File: src/rtl/multi_toggle_sync_rx.sv
// Multi-channel toggle-event receiver: synchronise, edge-detect, acknowledge.
// Optional saturating clear-on-read event counters when EVENT_CNT_EN is defined.
module multi_toggle_sync_rx #(
  parameter int NUM_CH      = 4,
  parameter int SYNC_STAGES = 2,
  parameter int CNT_W       = 8,
  localparam int RSEL_W     = (NUM_CH > 1) ? $clog2(NUM_CH) : 1
) (
  input  logic              i_dst_clk,
  input  logic              rst,
  input  logic [NUM_CH-1:0] i_async_tgl,
  output logic [NUM_CH-1:0] o_pulse,
  output logic [NUM_CH-1:0] o_ack_tgl,
  input  logic              i_rd_en,
  input  logic [RSEL_W-1:0] i_rd_sel,
  output logic              o_rd_valid,
  output logic [CNT_W:0]    o_rd_data
);

  // Sync chain and history flops must stay in place for metastability settling.
  (* async_reg = "true", keep = "true" *) logic [NUM_CH-1:0] sync_q [SYNC_STAGES];
  (* async_reg = "true", keep = "true" *) logic [NUM_CH-1:0] hist_q;
  logic [NUM_CH-1:0] sync_d [SYNC_STAGES];
  logic [NUM_CH-1:0] hist_d;
  logic [NUM_CH-1:0] pulse_q, pulse_d;

  always_comb begin
    sync_d[0] = i_async_tgl;
    for (int i = 1; i < SYNC_STAGES; i++) begin
      sync_d[i] = sync_q[i-1];
    end
    hist_d  = sync_q[SYNC_STAGES-1];
    pulse_d = sync_q[SYNC_STAGES-1] ^ hist_q;
  end

  always_ff @(posedge i_dst_clk or posedge rst) begin
    if (rst) begin
      for (int i = 0; i < SYNC_STAGES; i++) begin
        sync_q[i] <= '0;
      end
      hist_q  <= '0;
      pulse_q <= '0;
    end else begin
      for (int i = 0; i < SYNC_STAGES; i++) begin
        sync_q[i] <= sync_d[i];
      end
      hist_q  <= hist_d;
      pulse_q <= pulse_d;
    end
  end

  assign o_pulse   = pulse_q;
  assign o_ack_tgl = hist_q;

`ifdef EVENT_CNT_EN
  localparam logic [CNT_W-1:0] CNT_MAX = '1;

  logic [CNT_W-1:0]  cnt_q [NUM_CH];
  logic [CNT_W-1:0]  cnt_d [NUM_CH];
  logic [NUM_CH-1:0] ovf_q, ovf_d;
  logic              rd_valid_q, rd_valid_d;
  logic [CNT_W:0]    rd_data_q, rd_data_d;

  // A read returns the pre-update value; a coinciding event restarts the count at 1.
  always_comb begin
    rd_valid_d = i_rd_en;
    rd_data_d  = '0;
    for (int k = 0; k < NUM_CH; k++) begin
      cnt_d[k] = cnt_q[k];
      ovf_d[k] = ovf_q[k];
      if (i_rd_en && (i_rd_sel == RSEL_W'(k))) begin
        rd_data_d = {ovf_q[k], cnt_q[k]};
        cnt_d[k]  = pulse_q[k] ? CNT_W'(1) : '0;
        ovf_d[k]  = 1'b0;
      end else if (pulse_q[k]) begin
        if (cnt_q[k] == CNT_MAX) begin
          ovf_d[k] = 1'b1;
        end else begin
          cnt_d[k] = cnt_q[k] + CNT_W'(1);
        end
      end
    end
  end

  always_ff @(posedge i_dst_clk or posedge rst) begin
    if (rst) begin
      for (int k = 0; k < NUM_CH; k++) begin
        cnt_q[k] <= '0;
      end
      ovf_q      <= '0;
      rd_valid_q <= 1'b0;
      rd_data_q  <= '0;
    end else begin
      for (int k = 0; k < NUM_CH; k++) begin
        cnt_q[k] <= cnt_d[k];
      end
      ovf_q      <= ovf_d;
      rd_valid_q <= rd_valid_d;
      rd_data_q  <= rd_data_d;
    end
  end

  assign o_rd_valid = rd_valid_q;
  assign o_rd_data  = rd_data_q;
`else
  logic unused_rd;
  assign unused_rd  = ^{i_rd_en, i_rd_sel};
  assign o_rd_valid = 1'b0;
  assign o_rd_data  = '0;
`endif

endmodule

File: config.mk
export PLATFORM = sky130hd
export DESIGN_NAME = multi_toggle_sync_rx
export DESIGN_NICKNAME = d
export VERILOG_FILES = /design/src/rtl/multi_toggle_sync_rx.sv
export SDC_FILE = /design/constraint.sdc
export NUM_CORES = 1
export LEC_CHECK = 0
export CELL_PAD_IN_SITES_DETAIL_PLACEMENT = 0
export CELL_PAD_IN_SITES_GLOBAL_PLACEMENT = 1
export CORE_MARGIN = 10
export CORE_UTILIZATION = 42
export CTS_CLUSTER_SIZE = 20
export DETAILED_ROUTE_END_ITERATION = 16
export DONT_BUFFER_PORTS = 1
export GPL_TIMING_DRIVEN = 0
export PLACE_DENSITY_LB_ADDON = 0.1
export SETUP_SLACK_MARGIN = 0.5
export SYNTH_ARGS = -nofsm -noshare
export SYNTH_HDL_FRONTEND = slang
export SYNTH_SLANG_ARGS = --single-unit
File: constraint.sdc
create_clock -name i_dst_clk -period 0.8 [get_ports i_dst_clk]
set_input_delay 0.08 -clock i_dst_clk [delete_from_list [all_inputs] [get_ports i_dst_clk]]
set_output_delay 0.08 -clock i_dst_clk [all_outputs]
set_load 0.05 [all_outputs]
==> results.md <==
- The pre-antenna-repair detailed-routing pass consisted of 2 iterations.
- The nature of the critical path endpoint is a primary output.
- STA puts the critical path data required time at 720 ps.
- The effective utilization at floorplan is 46.79%.
- For this design, the slowest cell found on the critical path is sky130_fd_sc_hd__dfrtp_1.
- The number of global-route vias before repair is 308.
- The clock drives 16 sinks.
- Setup slack on the critical path of the routed design comes to -133.3 ps.
- The count of final hold-check violations is 20.
- The portion of the clock cycle consumed by the worst path in the final layout is 116.7%.
- The instance area at placement is 608.1 µm².
- The final antenna-violating net count is 0.
- The finished cells cover 724.4 µm².
- The analysis attributes to cell leakage a power of 0.3693 nW.
- The number of rows in the core area is 12.
- After global routing the overflow that remains totals 0.
- The maximum buffer depth of the clock tree is 2.
- The cell class contributing the biggest share of worst-path delay is flip-flops.
- The reported max-cap violation count is 0.
- The critical path goes through buf_6.
- In this run, synthesis produced a sequential element count of 16.
- The number of antenna violations at the first check in global routing is 0.
- In the layout the commonest cells are sky130_fd_sc_hd__buf_4 (14), sky130_fd_sc_hd__dfrtp_1 (12), sky130_fd_sc_hd__conb_1 (10), sky130_fd_sc_hd__buf_6 (8).
- On the final layout, the worst clock skew is 8.940 ps.
- Setup repair after global routing could not meet its margin everywhere.
- The area growth from synthesis to layout is 32.19%.
- The timing-limited maximum frequency is 1071 MHz.
- The first-pass GRT wire length is 1407 µm.
- Summed over its instances, the top area cell type makes up 73.06% of the synthesized netlist area.
- The die footprint is 3149 µm².
- The congestion estimate from routability-driven global placement came to 0.6107.
- The TritonCTS buffer count is 3.
- The maximum number of pins on one net before global-route repair is 17.
- The share of power burned in the clock network is 25.5%.
- The peak per-stage delay on the critical path is 410 ps.
- The worst hold path belongs to the class in2async.
- The analysis attributes to net switching a power of 511.2 µW.
- The count of final max-slew check failures is 0.
- The wire length per cell after detailed routing is 12.24 µm.
- The routed layout has 270 vias.
- The post-detailed-route DRC marker count is 0.
- From bottom edge to top edge, the die measures 56.12 µm.
- The number of buffers and inverters on the critical path is 1.
- Averaged over all synthesized cells, the footprint is 15.22 µm².
- Internal power comes to 1.149 mW.
- The distinct cell type count of the synthesized netlist is 5.
- The region available for standard cell placement spans 1171 µm².
- The biggest area contributor in the post-synthesis netlist is sky130_fd_sc_hd__dfrtp_1.
- The total of endpoints with negative setup slack in the final report is 12.
- The run finished, with violations left.
- 0 antenna diodes ended up in the layout.
- The starting DRC count in detailed routing is 1.
- The data arrival time of the critical path is 850 ps.
- The worst path in the final design needs a cycle of 933.3 ps, including I/O delays and setup.
- The tightest hold margin is -382.2 ps.
- The total wire length is 869 µm.
- The detailed-placement wirelength estimate is 675.9 µm.
- The CTS tree is yes.
- The Yosys step of the flow raised 0 warnings.
- 27 I/O pins were placed.
- After clock tree synthesis, the clock-pin slew on the worst setup and hold paths is 90 ps.
- The power density of the placed cells is 2292 nW/µm².
- The beginning of the critical path is o_ack_tgl[2].
- The number of nets in the finished design is 67.
- For the worst-skew pair, the clock arrives at the later sink with an insertion delay of 290 ps.
- The worst setup path is of the reg2out kind.
- The maximum VDD drop is 0.001415 V.
- The startpoint identified for the worst register-to-register timing path is o_ack_tgl[1].
- In this run switching power makes up 30.79% of total power.
- The post-route netlist has 52.63% of its cells at a drive strength greater than 1.
- OpenSTA, run right after detailed placement, puts the worst setup slack at 139.3 ps.
- The checks that failed: negative hold slack, negative setup slack.
- CTS built an H-tree with a depth of 1.
- The most common library cell in the layout ignoring fill and taps is sky130_fd_sc_hd__buf_4.
- The cell chosen for the clock root is sky130_fd_sc_hd__clkbuf_4.
- The global-route usage over all layers is 5.783%.
- After synthesis the cells add up to 548.0 µm².
- The combinational power share is 16.5%.
- The core occupancy in the finished layout is 61.86%.
- Sequential cells were found to cover 73.06% of the synthesized design area.
- Per report_power, the sequential group accounts for 58.0% of the total.
- In this run the worst path has a maximum fanout of 2.
- The kind of launch point of the worst setup path is a flop.
- Using the TritonRoute via totals, the vias-per-cell ratio works out to 3.803.
- The final sum of negative setup slack is -1166 ps.
- Measured along the x axis, the die boundary spans 56.12 µm.
- The number of port buffers is 0.
- Sorting the synthesized cells by area gives the leading types as sky130_fd_sc_hd__dfrtp_1 (73%), sky130_fd_sc_hd__buf_4 (19%), sky130_fd_sc_hd__xor2_1 (6.4%).
- The gate count after technology mapping is 36.
==> registers in the layout, summed over array words and instances, names as in the netlist <==
name / cells
o_pulse: 4
hist_d: 4
sync_q: 4
o_ack_tgl: 4
==> synthesized netlist by cell type <==
library cell              number
sky130_fd_sc_hd__buf_4        14
sky130_fd_sc_hd__dfrtp_1      16
sky130_fd_sc_hd__inv_1         1
sky130_fd_sc_hd__xor2_1        4
sky130_fd_sc_hd__conb_1        1
==> routing by layer <==
layer	track usage, %	vias to the layer above	routed length [µm]	part of all wire (%)
li1	-	124	-	-
met4	0	0	14	1.6
met5	0	-	0	0
met2	8.661	23	355	41
met3	7.745	3	173	20
met1	4.916	120	326	38
==> cells by family after synthesis <==
logic type / count (synthesis) / share of synthesized area, %
flip-flops: 16 / 73.06
buffers and inverters: 15 / 19.86
XOR/XNOR: 4 / 6.392
other: 1 / 0.6843
==> cell type report <==
type / instances / area, µm²
buffer: 14 / 120.1
clock buffer: 4 / 26.28
fill: 94 / 446.7
inverter: 1 / 7.507
multi-input combinational: 14 / 72.57
sequential: 16 / 405.4
tap: 14 / 17.52
timing repair buffer: 8 / 75.07
==> stage by stage <==
stage | power (mW) | instances
CTS | 1.655 | 67
global route | 1.765 | 71
floorplan | 1.191 | 45
finish | 1.661 | 71
global placement | 1.201 | 59
detailed placement | 1.207 | 59
==> repair_timing <==
action | CTS | global route
buffers inserted | 4 | 4
gates resized for setup | 6 | 2
setup endpoints to repair | 20 | 20
gates cloned | 0 | 0
endpoints found under the hold margin | 20 | 20
==> worst paths after layout <==
check                          endpoint  slack (ps)  cells after the start
min reg2reg                   hist_d[2]         350                      0
max                        o_ack_tgl[2]        -130                      1
max reg2reg                  o_pulse[1]         -90                      3
min                        o_ack_tgl[2]        -380                      1
min in group i_dst_clk        sync_q[4]        -180                      0
max in group asynchronous    o_pulse[0]         950                      1
==> power by group through the flow <==
stage	clock network (mW)	registers [mW]	logic [mW]
CTS	0.438	0.966	0.251
global route	0.504	0.971	0.290
finish	0.423	0.963	0.274
detailed placement	0	0.982	0.225
floorplan	0	0.973	0.217
global placement	0	0.978	0.223
(Power assumes the default switching activity.)
